File: src/rtl/processor_pkg.sv
// processor_pkg -- shared types and constants for the integer register file.
//
// Contents:
//   XLEN        default data width of registers and result bus
//   REG_ADDR_W  width of a register index (32 architectural registers)
//   NUM_REGS    number of architectural registers
//   reg_addr_t  register index type
//   wb_entry_t  one write-back entry: valid flag, destination index, data
package processor_pkg;

  localparam int XLEN       = 32;
  localparam int REG_ADDR_W = 5;
  localparam int NUM_REGS   = 1 << REG_ADDR_W;

  typedef logic [REG_ADDR_W-1:0] reg_addr_t;

  typedef struct packed {
    logic             valid;
    reg_addr_t        addr;
    logic [XLEN-1:0]  data;
  } wb_entry_t;

endpackage

File: src/rtl/regfile_array.sv
// regfile_array -- 32 x XLEN integer register storage.
//
// One synchronous write port, two combinational read ports. Index 0 has
// no storage and always reads as zero. All storage clears on the
// asynchronous active-low reset.
//
// Ports:
//   clk      in   core clock
//   rst_n    in   asynchronous active-low reset
//   we       in   write enable
//   waddr    in   write index
//   wdata    in   write data
//   raddr1   in   read port 1 index
//   raddr2   in   read port 2 index
//   rdata1   out  read port 1 data (combinational)
//   rdata2   out  read port 2 data (combinational)
module regfile_array
  import processor_pkg::*;
#(
  parameter int XLEN = 32
) (
  input  logic            clk,
  input  logic            rst_n,
  input  logic            we,
  input  reg_addr_t       waddr,
  input  logic [XLEN-1:0] wdata,
  input  reg_addr_t       raddr1,
  input  reg_addr_t       raddr2,
  output logic [XLEN-1:0] rdata1,
  output logic [XLEN-1:0] rdata2
);

  logic [XLEN-1:0] regs_q [NUM_REGS];

  genvar gi;
  generate
    for (gi = 0; gi < NUM_REGS; gi++) begin : g_reg
      if (gi == 0) begin : g_zero
        // x0 is hard-wired; no flops exist for it.
        assign regs_q[gi] = '0;
      end else begin : g_flop
        always_ff @(posedge clk or negedge rst_n) begin
          if (!rst_n) begin
            regs_q[gi] <= '0;
          end else if (we && (waddr == reg_addr_t'(gi))) begin
            regs_q[gi] <= wdata;
          end
        end
      end
    end
  endgenerate

  assign rdata1 = (raddr1 == '0) ? '0 : regs_q[raddr1];
  assign rdata2 = (raddr2 == '0) ? '0 : regs_q[raddr2];

endmodule

File: src/rtl/regfile_wb.sv
// regfile_wb -- integer register file with a registered write-back stage.
//
// An ALU result is captured into a one-entry pending register, then
// committed into the array on the following edge. The pending status is
// exported so the hazard unit can decide stalls.
//
// Build option: define REGFILE_BYPASS_EN to let reads that hit the pending
// entry return its data (RAW distance 1). Without it, reads see the array
// only (RAW distance 2).
//
// Ports:
//   clk               in   core clock
//   rst_n             in   asynchronous active-low reset
//   wb_valid          in   ALU result presented this cycle
//   rd_write_control  in   presented result is to be written
//   rd_addr           in   destination register index
//   rd_write_val      in   result value
//   rs1_addr          in   source register 1 index
//   rs2_addr          in   source register 2 index
//   rs1_val           out  source register 1 value (combinational)
//   rs2_val           out  source register 2 value (combinational)
//   wb_pending        out  pending entry holds an uncommitted write
//   wb_pending_addr   out  pending destination index, 0 when none pending
module regfile_wb
  import processor_pkg::*;
#(
  parameter int XLEN = 32
) (
  input  logic            clk,
  input  logic            rst_n,
  input  logic            wb_valid,
  input  logic            rd_write_control,
  input  logic [4:0]      rd_addr,
  input  logic [XLEN-1:0] rd_write_val,
  input  logic [4:0]      rs1_addr,
  input  logic [4:0]      rs2_addr,
  output logic [XLEN-1:0] rs1_val,
  output logic [XLEN-1:0] rs2_val,
  output logic            wb_pending,
  output logic [4:0]      wb_pending_addr
);

  logic            pend_valid_q, pend_valid_d;
  reg_addr_t       pend_addr_q,  pend_addr_d;
  logic [XLEN-1:0] pend_data_q,  pend_data_d;
  logic            capture;

  // Writes to x0 are dropped here so they never reach the array or bypass.
  assign capture = wb_valid & rd_write_control & (rd_addr != '0);

  always_comb begin
    pend_valid_d = capture;
    pend_addr_d  = pend_addr_q;
    pend_data_d  = pend_data_q;
    if (capture) begin
      pend_addr_d = rd_addr;
      pend_data_d = rd_write_val;
    end
  end

  // Reset discards the pending entry: it never gets committed.
  always_ff @(posedge clk or negedge rst_n) begin
    if (!rst_n) begin
      pend_valid_q <= 1'b0;
      pend_addr_q  <= '0;
      pend_data_q  <= '0;
    end else begin
      pend_valid_q <= pend_valid_d;
      pend_addr_q  <= pend_addr_d;
      pend_data_q  <= pend_data_d;
    end
  end

  reg_addr_t       rd_idx [2];
  logic [XLEN-1:0] arr_val [2];
  logic [XLEN-1:0] rd_val [2];

  assign rd_idx[0] = rs1_addr;
  assign rd_idx[1] = rs2_addr;

  regfile_array #(
    .XLEN (XLEN)
  ) u_array (
    .clk    (clk),
    .rst_n  (rst_n),
    .we     (pend_valid_q),
    .waddr  (pend_addr_q),
    .wdata  (pend_data_q),
    .raddr1 (rd_idx[0]),
    .raddr2 (rd_idx[1]),
    .rdata1 (arr_val[0]),
    .rdata2 (arr_val[1])
  );

  // Read muxes select only between registered sources; rd_write_val never
  // feeds a read port since the ALU closes a loop between them.
  genvar gi;
  generate
    for (gi = 0; gi < 2; gi++) begin : g_rd
`ifdef REGFILE_BYPASS_EN
      logic hit;
      assign hit        = pend_valid_q && (rd_idx[gi] == pend_addr_q) && (rd_idx[gi] != '0);
      assign rd_val[gi] = hit ? pend_data_q : arr_val[gi];
`else
      assign rd_val[gi] = arr_val[gi];
`endif
    end
  endgenerate

  assign rs1_val         = rd_val[0];
  assign rs2_val         = rd_val[1];
  assign wb_pending      = pend_valid_q;
  assign wb_pending_addr = pend_valid_q ? pend_addr_q : '0;

endmodule

File: config.mk
export PLATFORM = sky130hd
export DESIGN_NAME = regfile_wb
export DESIGN_NICKNAME = d
export VERILOG_FILES = /design/src/rtl/processor_pkg.sv /design/src/rtl/regfile_array.sv /design/src/rtl/regfile_wb.sv
export SDC_FILE = /design/constraint.sdc
export NUM_CORES = 2
export LEC_CHECK = 0
export BUFFER_PORTS_ARGS = -buffer_cell sky130_fd_sc_hd__buf_2
export CELL_PAD_IN_SITES_DETAIL_PLACEMENT = 1
export CELL_PAD_IN_SITES_GLOBAL_PLACEMENT = 1
export CORE_UTILIZATION = 45
export CTS_BUF_LIST = sky130_fd_sc_hd__clkbuf_8 sky130_fd_sc_hd__clkbuf_16
export DETAILED_ROUTE_END_ITERATION = 10
export PLACE_DENSITY_LB_ADDON = 0.1
export SLEW_MARGIN = 20
export SYNTH_ARGS = -nofsm -noshare
export SYNTH_HDL_FRONTEND = slang
export SYNTH_SLANG_ARGS = --single-unit
File: constraint.sdc
create_clock -name clk -period 4 [get_ports clk]
set_clock_uncertainty 0.15 [all_clocks]
set_input_delay 0.8 -clock clk [delete_from_list [all_inputs] [get_ports clk]]
set_output_delay 0.8 -clock clk [all_outputs]
set_load 0.01 [all_outputs]
==> impl_metrics.csv <==
group,metric,value,unit
synthesis,syn_area_per_cell,14.5,sq um
die,ios,121,
worst_setup_path,cp.buffers_inverters,5,
synthesis,muxShareOfSynthArea,42.3,%
worst_setup_path,critical_path_peak_fanout,28,
routing,drtIter0Drc,2897,
worst_setup_path,worst_ep_arrival_time,3.04,ns
clock_network,cts_setup_buffers,0,
worst_setup_path,path_cells,"buf_6, or2_2, buf_12, a2111oi_0, buf_4, nor4_1, buf_4, buf_2",
routing,via_per_inst,6.53,
synthesis,syn-num-nets,3832,
power,finalPower,0.0352,W
grt,grt_pass1_vias,39800,
sta,max_freq,251,MHz
placed_design,gp_congestion,0.832,
placed_design,io_buffers,120,
synthesis,synth-seq-area-share,47.1,%
sta,finalCritPeriodShare,99.7,%
run,drv_cap,0,
sta,min_period,3.99,ns
synthesis,netlist_area,54700,sq um
layout,layout.cells.non_filler,5545,
clock_network,cts_tree,"built",
layout,fin_nets,3888,
die,coreArea,120000,sq um
synthesis,yosys_warnings,0,
worst_setup_path,crit_path_start,"rs1_addr[2]",
clock_network,worst_skew_pair.late_latency,0.77,ns
synthesis,synth_compound_area_share,4.14,%
layout,n_antenna_cell,0,
sta,setup_viol,0,
synthesis,synth.most_common_cell,"mux2_2",
routing,num_vias,36200,
run_status,status,"finished, final reports clean",
routing,drc,0,
grt,grt_start_max_net_pins,126,
worst_setup_path,start_kind,"primary input",
clock_network,cts_max_level,3,
hold_path,worstHoldPathType,"primary input to register",
synthesis,synth_top_cell_by_area,"dfrtp_1",
sta,layout_setup_ws,0.0111,ns
worst_setup_path,critPathRequiredTime,3.05,ns
worst_setup_path,r2r-start,"pend_addr_q[3]",
synthesis,async_flop_share,100,%
clock_network,cts-buffers-inserted,118,
clock_network,clock_path_buffers,3,
die,std_cell_rows,127,
synthesis,synth_top_family_by_area,"multiplexers",
placed_design,hpwl,117,mm
synthesis,syn_inst,3781,
worst_setup_path,path_delay_family,"buffers and inverters",
placed_design,dp_slack,0.00658,ns
synthesis,synth-edff-count,0,
sta,slew_headroom,22.9,%
synthesis,yosysUniqueCellTypes,45,
sta,tightest_slew,1.16,ns
die,die-area,123000,sq um
synthesis,synth_top_area_share,47.1,%
hold_path,min_from,"rd_write_val[4]",
grt,grt-ovfl-total,0,
sta,finalSetupTns,0,ns
clock_network,cts-root-buf,"clkbuf_16",
routing,ant_nets,0,
synthesis,synth_area_leaders,"dfrtp_1 (47%), mux2_2 (22%), mux4_2 (15%)",
power,power_density,566,nW/um^2
layout,syn2layout_area_growth,13.7,%
worst_setup_path,critical_path.max_stage_delay,0.65,ns
grt,grt_usage,31.7,%
synthesis,ys_ff_latch,1030,
routing,routed_wl,191,mm
grt,antenna_found_initial,8,
die,die_h,351,um
grt,grt_pass1_wl,283,mm
routing,wl_per_cell,34.5,um
synthesis,synthTopCellsByCount,"mux2_2 (1081), dfrtp_1 (1030), mux4_2 (368), mux2i_1 (257), clkbuf_1 (185)",
sta,final_max_slew_viol_count,0,
worst_setup_path,critPathMostFrequentCell,"buf_4",
synthesis,synth_xor_area_share,0,%
layout,drive_gt1_share,51.1,%
synthesis,synthAdderAreaFrac,0,%
power,p_leak,28.3,nW
sta,rsz0062_at_grt,"no",
worst_setup_path,crit_type,"primary input to primary output",
worst_setup_path,critical-path-slowest-cell,"a2111oi_0",
placed_design,place_inst,5328,
synthesis,synthFlopType,"dfrtp_1",
die,fp.dieW,351,um
synthesis,synth-simple-area-share,3.11,%
sta,hold_viol,0,
worst_setup_path,endpoint_kind,"primary output",
clock_network,clkSlewWorstSetupHoldPaths,0.05,ns
power,ir_worst_vdd,0.420,mV
die,initial_core_util,45.5,%
routing,first_pass_iters,5,
clock_network,clkSinkCount,1030,
==> path summary, 6_finish.rpt <==
path,to,slack [ns],cells after the start
worst max-delay path,rs1_val[24],0.01,8
worst min-delay path,pend_data_q[4],0.11,2
worst min register to register,u_array.regs_q[16],0.38,1
worst max register to register,u_array.regs_q[17],0.96,4
min in group asynchronous,pend_data_q[24],0.47,2
max in group asynchronous,u_array.regs_q[133],2.03,4
==> flip-flops by register name, indices dropped and copies added, names as in the netlist <==
register        count
pend_addr_q         5
u_array.regs_q    992
pend_data_q        32
wb_pending          1
==> worst reg2reg max path, cell delays in order (launching register included) <==
cell	delay [ns]
dfrtp_1	0.64
nand2_1	0.53
nor2_4	0.88
buf_12	0.32
mux2_2	0.41
==> logic make-up after synthesis <==
family          after synthesis
mux                        1715
flops                      1030
buf+inv                     409
simple gates                322
compound gates              305
==> placed cells by master, fill, tap and decap left out, types with 6 or more instances in the layout <==
master and count:
buf_8 6, nor3_1 22, a22oi_1 66, clkbuf_8 28, nand3_1 27, mux2_2 1081, clkinv_2 21, and2_1 8
nor2b_1 77, buf_12 77, a2111oi_0 17, inv_1 38, buf_2 111, mux2_1 9, a211o_1 13, a21oi_1 31
buf_4 146, o31a_1 19, o21ai_0 20, dfrtp_1 1030, a221oi_1 19, mux4_2 368, nand2_2 11, nor2_1 45
nor4_1 20, a221o_1 10, mux2i_1 257, clkbuf_16 119, o22ai_1 33, o221ai_1 20, nor2_4 12, nand2b_1 17
nand2_1 39, nand4_1 19, a211oi_1 47
==> layout make-up <==
| cell class | instances | area, sq um |
|---|---|---|
| Tap cell | 1612 | 2020 |
| Fill cell | 11500 | 58100 |
| Clock buffer | 147 | 3360 |
| Clock inverter | 69 | 449 |
| Timing Repair Buffer | 342 | 3300 |
| Sequential cell | 1030 | 25800 |
| Multi-Input combinational cell | 2342 | 27300 |
| Inverter | 3 | 11.3 |
==> per-stage QoR <==
| step | area, sq um | utilization (%) | hold WS, ns |
|---|---|---|---|
| 3_5_place_dp | 58400 | 48.5 | 0.364 |
| 5_1_grt | 62200 | 51.7 | 0.0862 |
| 6_report | 62200 | 51.7 | 0.114 |
| 3_3_place_gp | 58400 | 48.5 | 0.342 |
| 2_1_floorplan | 54700 | - | 0.320 |
| 4_1_cts | 62200 | 51.7 | 0.0635 |
==> repair_timing <==
item                       in CTS  in global routing
gates resized for setup         1                  3
hold endpoints to repair       51                  0
setup endpoints to repair       1                  3
pin swaps                       0                  0
hold buffers                    1                  0
==> where the power goes <==
group | internal [W] | switching [W] | total [W]
Combinational | 0.00511 | 0.00320 | 0.00831
Clock | 0.00608 | 0.00459 | 0.0107
Sequential | 0.0134 | 0.00287 | 0.0163
==> metal layers <==
metal / track usage (%) / wire length, um / share of wire (%) / up-vias
li1: - / - / - / 14600
met1: 44.0 / 82100 / 43 / 19900
met2: 50.0 / 90000 / 47 / 1339
met3: 5.62 / 11800 / 6.2 / 387
met4: 12.0 / 7470 / 3.9 / 2
met5: 0 / 13 / 0.0068 / -
(Power assumes the default switching activity.)
